File: config.mk
export PLATFORM = sky130hd
export DESIGN_NAME = exp1_5_capture
export DESIGN_NICKNAME = d
export VERILOG_FILES = /design/src/rtl/exp1_5_capture.sv
export SDC_FILE = /design/constraint.sdc
export NUM_CORES = 1
export LEC_CHECK = 0
export ABC_AREA = 0
export CAP_MARGIN = 20
export CORE_MARGIN = 10
export CORE_UTILIZATION = 45
export DETAILED_ROUTE_END_ITERATION = 6
export GPL_TIMING_DRIVEN = 0
export PLACE_DENSITY_LB_ADDON = 0.15
export SETUP_SLACK_MARGIN = 0.05
export SYNTH_ARGS = -nofsm -noshare
export SYNTH_HDL_FRONTEND = slang
export SYNTH_SLANG_ARGS = --single-unit
File: constraint.sdc
create_clock -name clk -period 4.3 [get_ports clk]
set_input_delay 0.86 -clock clk [delete_from_list [all_inputs] [get_ports clk]]
set_output_delay 0.86 -clock clk [all_outputs]
set_load 0.01 [all_outputs]
File: src/rtl/exp1_5_capture.sv
// Trigger-driven sample capture buffer: waits for non-zero sq_act, records DEPTH
// consecutive probe words into block RAM, then streams them out oldest first.
module exp1_5_capture #(
  parameter int DEPTH = 16,
  parameter int TW    = 16
) (
  input  logic          clk,
  input  logic          rst,
  input  logic [7:0]    sq_c1,
  input  logic [7:0]    sq_x,
  input  logic [1:0]    sq_i,
  input  logic [7:0]    sq_act,
  input  logic          arm,
  input  logic          abort,
  input  logic          rd_en,
  output logic          busy,
  output logic          done,
  output logic [25:0]   rd_data,
  output logic          rd_valid,
  output logic [TW-1:0] trig_time
);

  localparam int AW = $clog2(DEPTH);
  localparam logic [AW-1:0] LAST = AW'(DEPTH - 1);

  typedef enum logic [1:0] {IDLE, ARMED, CAPTURE, DONE} state_t;

  state_t        state_q, state_d;
  logic [TW-1:0] cnt_q;
  logic [TW-1:0] trig_time_q;
  logic [AW-1:0] wr_idx_q;
  logic [AW-1:0] rd_ptr_q;
  logic [25:0]   rd_data_q;
  logic          rd_valid_q;
  logic          busy_q;
  logic          done_q;

  logic [25:0]   mem [DEPTH];
  logic [25:0]   sample;
  logic          trig;
  logic          wr_en;
  logic [AW-1:0] wr_addr;

  assign sample = {sq_i, sq_act, sq_x, sq_c1};
  assign trig   = (sq_act != 8'd0);

  always_comb begin
    state_d = state_q;
    if (abort) begin
      state_d = IDLE;
    end else begin
      case (state_q)
        IDLE:    if (arm) state_d = ARMED;
        ARMED:   if (trig) state_d = CAPTURE;
        CAPTURE: if (wr_idx_q == LAST) state_d = DONE;
        DONE:    if (rd_en && rd_ptr_q == LAST) state_d = IDLE;
        default: state_d = IDLE;
      endcase
    end
  end

  // Trigger word lands at index 0 on the same edge the trigger is seen.
  assign wr_en   = !rst && !abort && ((state_q == ARMED && trig) || state_q == CAPTURE);
  assign wr_addr = (state_q == ARMED) ? '0 : wr_idx_q;

  // Buffer has no reset so it maps onto block RAM; contents survive rst/abort.
  always_ff @(posedge clk) begin
    if (wr_en) mem[wr_addr] <= sample;
  end

  always_ff @(posedge clk) begin
    if (rst) begin
      state_q     <= IDLE;
      cnt_q       <= '0;
      trig_time_q <= '0;
      wr_idx_q    <= '0;
      rd_ptr_q    <= '0;
      rd_data_q   <= '0;
      rd_valid_q  <= 1'b0;
      busy_q      <= 1'b0;
      done_q      <= 1'b0;
    end else begin
      state_q    <= state_d;
      busy_q     <= (state_d == ARMED) || (state_d == CAPTURE);
      done_q     <= (state_d == DONE);
      rd_valid_q <= 1'b0;
      if (!abort) begin
        case (state_q)
          IDLE: if (arm) cnt_q <= '0;
          ARMED: begin
            if (trig) begin
              trig_time_q <= cnt_q;
              wr_idx_q    <= AW'(1);
            end else if (cnt_q != '1) begin
              cnt_q <= cnt_q + 1'b1;
            end
          end
          CAPTURE: begin
            wr_idx_q <= wr_idx_q + 1'b1;
            if (wr_idx_q == LAST) rd_ptr_q <= '0;
          end
          DONE: begin
            if (rd_en) begin
              rd_data_q  <= mem[rd_ptr_q];
              rd_valid_q <= 1'b1;
              rd_ptr_q   <= rd_ptr_q + 1'b1;
            end
          end
          default: ;
        endcase
      end
    end
  end

  assign busy      = busy_q;
  assign done      = done_q;
  assign rd_data   = rd_data_q;
  assign rd_valid  = rd_valid_q;
  assign trig_time = trig_time_q;

endmodule

==> results.toml <==
[outcome]
status = "finished clean"

[detailed_routing]
number_of_nets_still_failing_antenna_checks_after_routing = 0
detailroute.via_count = 9835
viasPerCell = 5.745
drt-initial-drc-count = 961
drt_drc_violations_left = 0
drt_first_pass_iters = 5
routed_wire_length_um = 43790
wire_per_inst_um = 25.58

[placed_design]
gp_congestion = 0.7933
buffer_ports.inserted = 74
dp_slack_ps = 86.86
detailed_place_hpwl_um = 28300
post_dp_cell_area_um2 = 20730

[timing]
slew_headroom_pct = 28.63
drv_slew = 0
rsz0062_at_grt = "no"
timing.clock.skew_ps = 24.44
final_critical_path_setup_slack_ps = 674.6
period_utilization_post_route_pct = 84.31
final_min_period_ps = 3625
finalHoldViolations = 0
setup_violations = 0
achievable-frequency_mhz = 275.8
worst_slew_pin_slew_ps = 1065

[pwr]
intPower_w = 0.007684
p_total_w = 0.009564
combinationalPowerShare_pct = 1.5
net-switching-power_w = 0.001880
vdd_drop_max_uv = 335.0
power_frac_seq_pct = 53.6
relative_contribution_of_the_clock_network_to_total_power_pct = 44.8
power.switching_fraction_pct = 19.66
static_leakage_nw = 6.853
power-per-cell-area_nw_per_um2 = 427.4

[cts]
clock_latency_ps = 590
numCtsBuffers = 51
root_buffer = "sky130_fd_sc_hd__clkbuf_16"
cts.repair_timing.setup_buffer_count = 0
clock_slew_at_reported_path_ffs_ps = 60
cts_max_path_buffers = 3
cts_hold_buf = 0
tritoncts = "yes"
cts.sinks = 487
depth_of_the_cts_h_tree = 2
post_cts_resized = 0

[critical_path]
required_ps = 4580
endpoint_kind = "register"
cp-start-kind = "input port"
worstPathArrival_ps = 3910
cp_max_fo = 17
worstSetupPathType = "in -> reg"
r2r_slack_ps = 930

[layout]
fillerInstances = 3220
final_layout_size_suffix_gt1_share_pct = 21.86
layout.core_utilization_pct = 54.55
finalInstanceArea_um2 = 22370
final_nets = 1173
syn_to_final_growth_pct = 19.20
antenna_cells = 0

[logic_synthesis]
synth_largest_area_cell = "sky130_fd_sc_hd__edfxtp_1"
combined_area_of_all_synthesized_cells_um2 = 18770
ys_top_cells_by_count = "416 x sky130_fd_sc_hd__edfxtp_1, 104 x sky130_fd_sc_hd__mux4_2, 71 x sky130_fd_sc_hd__dfxtp_1"
seq_area_frac_synth_pct = 74.12
postSynth.topFlopCell = "sky130_fd_sc_hd__edfxtp_1"
number_of_synthesized_register_bits = 487
synth.net_count = 1019
top_cells_by_area_synth = "sky130_fd_sc_hd__edfxtp_1 67%, sky130_fd_sc_hd__mux4_2 12%, sky130_fd_sc_hd__dfxtp_1 7.6%, sky130_fd_sc_hd__mux2i_1 2.2%, sky130_fd_sc_hd__a211oi_1 1.2%"
post-synth-top-count-cell = "sky130_fd_sc_hd__edfxtp_1"
yosys_warnings = 0
syn_avg_cell_area_um2 = 19.08
post-synth-top-area-fraction_pct = 66.55
synth_enable_flop_cells = 416
postSynth.asyncResetShare_pct = 0
synthesis.instances = 984
ys_types = 48

[global_routing]
antenna_violations_before_repair = 0
gr-total-overflow = 0
global_route_wire_length_before_repair_um = 66390
track_usage_pct = 17.68
maximum_number_of_pins_on_one_net_before_global_route_repair = 19
number_of_global_route_vias_before_repair = 10193

[floorplanning]
floorplan.rows = 74
placeable_area_um2 = 41020
chipHeight_um = 224.2
die_area_um2 = 50280
initial_cell_density_of_the_core_pct = 45.76
num_io_pins = 76
horizontal_die_dimension_um = 224.2

[run]
max-cap-violations = 0

[min_path]
worstHoldPathType = "reg -> reg"
-- per-stage QoR --
step / instances / TNS (ps) / hold slack, ps
after floorplan: 984 / -6728 / 450.5
after global placement: 1590 / -728160 / 463.1
after detailed placement: 1617 / 0 / 465.1
after CTS: 1712 / 0 / 484.1
after global routing: 1712 / 0 / 505.1
final: 1712 / 0 / 482.1
-- metal layers --
| metal | vias up | GRT usage [%] | wire length, um |
|---|---|---|---|
| li1 | 4355 | - | - |
| met1 | 5134 | 24.32 | 19250 |
| met2 | 290 | 28.33 | 21180 |
| met3 | 56 | 2.902 | 2339 |
| met4 | 0 | 5.857 | 1014 |
| met5 | - | 0 | 0 |
-- cells in the final DEF, fill, tap and decap left out, types with 31 or more instances in the layout --
| master | netlist | layout |
|---|---|---|
| sky130_fd_sc_hd__a21oi_1 | 38 | 38 |
| sky130_fd_sc_hd__clkdlybuf4s50_1 | 0 | 74 |
| sky130_fd_sc_hd__dfxtp_1 | 71 | 71 |
| sky130_fd_sc_hd__clkbuf_16 | 0 | 54 |
| sky130_fd_sc_hd__edfxtp_1 | 416 | 416 |
| sky130_fd_sc_hd__a211oi_1 | 31 | 31 |
| sky130_fd_sc_hd__nor2_1 | 43 | 31 |
| sky130_fd_sc_hd__clkbuf_1 | 34 | 46 |
| sky130_fd_sc_hd__mux4_2 | 104 | 104 |
| sky130_fd_sc_hd__mux2i_1 | 42 | 42 |
-- power groups by stage --
stage | logic (W) | clock network, W | registers, W
finish | 0.000147 | 0.00429 | 0.00513
global route | 0.000162 | 0.00459 | 0.00513
CTS | 0.000148 | 0.00438 | 0.00513
detailed placement | 0.000148 | 0 | 0.00523
global placement | 0.000140 | 0 | 0.00523
floorplan | 0.0000441 | 0 | 0.00523
-- registers in the layout, indices dropped and copies added, names as in the netlist --
signal and cells:
mem 416, rd_data 26, cnt_q 16, trig_time 16
rd_ptr_q 4, wr_idx_q 4, state_q 2, busy 1
done 1, rd_valid 1
-- worst paths after layout --
kind | start | end | depth (start not counted)
worst max-delay path | sq_act[5] | mem[7][18]$_DFFE_PP_ | 7
worst min-delay path | rd_data[22]$_SDFFE_PP0P_ | rd_data[22]$_SDFFE_PP0P_ | 1
worst min register to register | rd_data[22]$_SDFFE_PP0P_ | rd_data[22]$_SDFFE_PP0P_ | 1
worst max register to register | state_q[1]$_SDFF_PP0_ | mem[15][3]$_DFFE_PP_ | 7
-- kinds of logic after synthesis --
| kind of cell | Yosys count | synth area share [%] |
|---|---|---|
| adder cells (fa/ha/maj) | 4 | 0.2666 |
| multiplexers | 146 | 14.72 |
| buffers and inverters | 63 | 1.506 |
| AO/OA/AOI/OAI | 133 | 4.959 |
| XOR/XNOR | 4 | 0.1867 |
| AND/OR/NAND/NOR | 147 | 4.239 |
| flip-flops | 487 | 74.12 |
-- critical path: stages --
cell	delay (ps)
sky130_fd_sc_hd__clkdlybuf4s50_1	830
sky130_fd_sc_hd__or4_4	320
sky130_fd_sc_hd__o21ai_0	200
sky130_fd_sc_hd__a21o_1	310
sky130_fd_sc_hd__nor4_2	830
sky130_fd_sc_hd__buf_4	330
sky130_fd_sc_hd__buf_4	210
-- final cells by class --
cell class                      count  area (um2)  share of cell area [%]
Sequential cell                   487       13910                   62.19
Multi-Input combinational cell    434        4693                   20.98
Clock buffer                       72        1479                   6.610
Timing Repair Buffer              101        1172                   5.240
Tap cell                          532       665.6                   2.975
Buffer                             61       275.3                   1.230
Clock inverter                     23       167.7                  0.7494
Inverter                            2       7.507                 0.03355
Power figures use the tool's default switching activity.
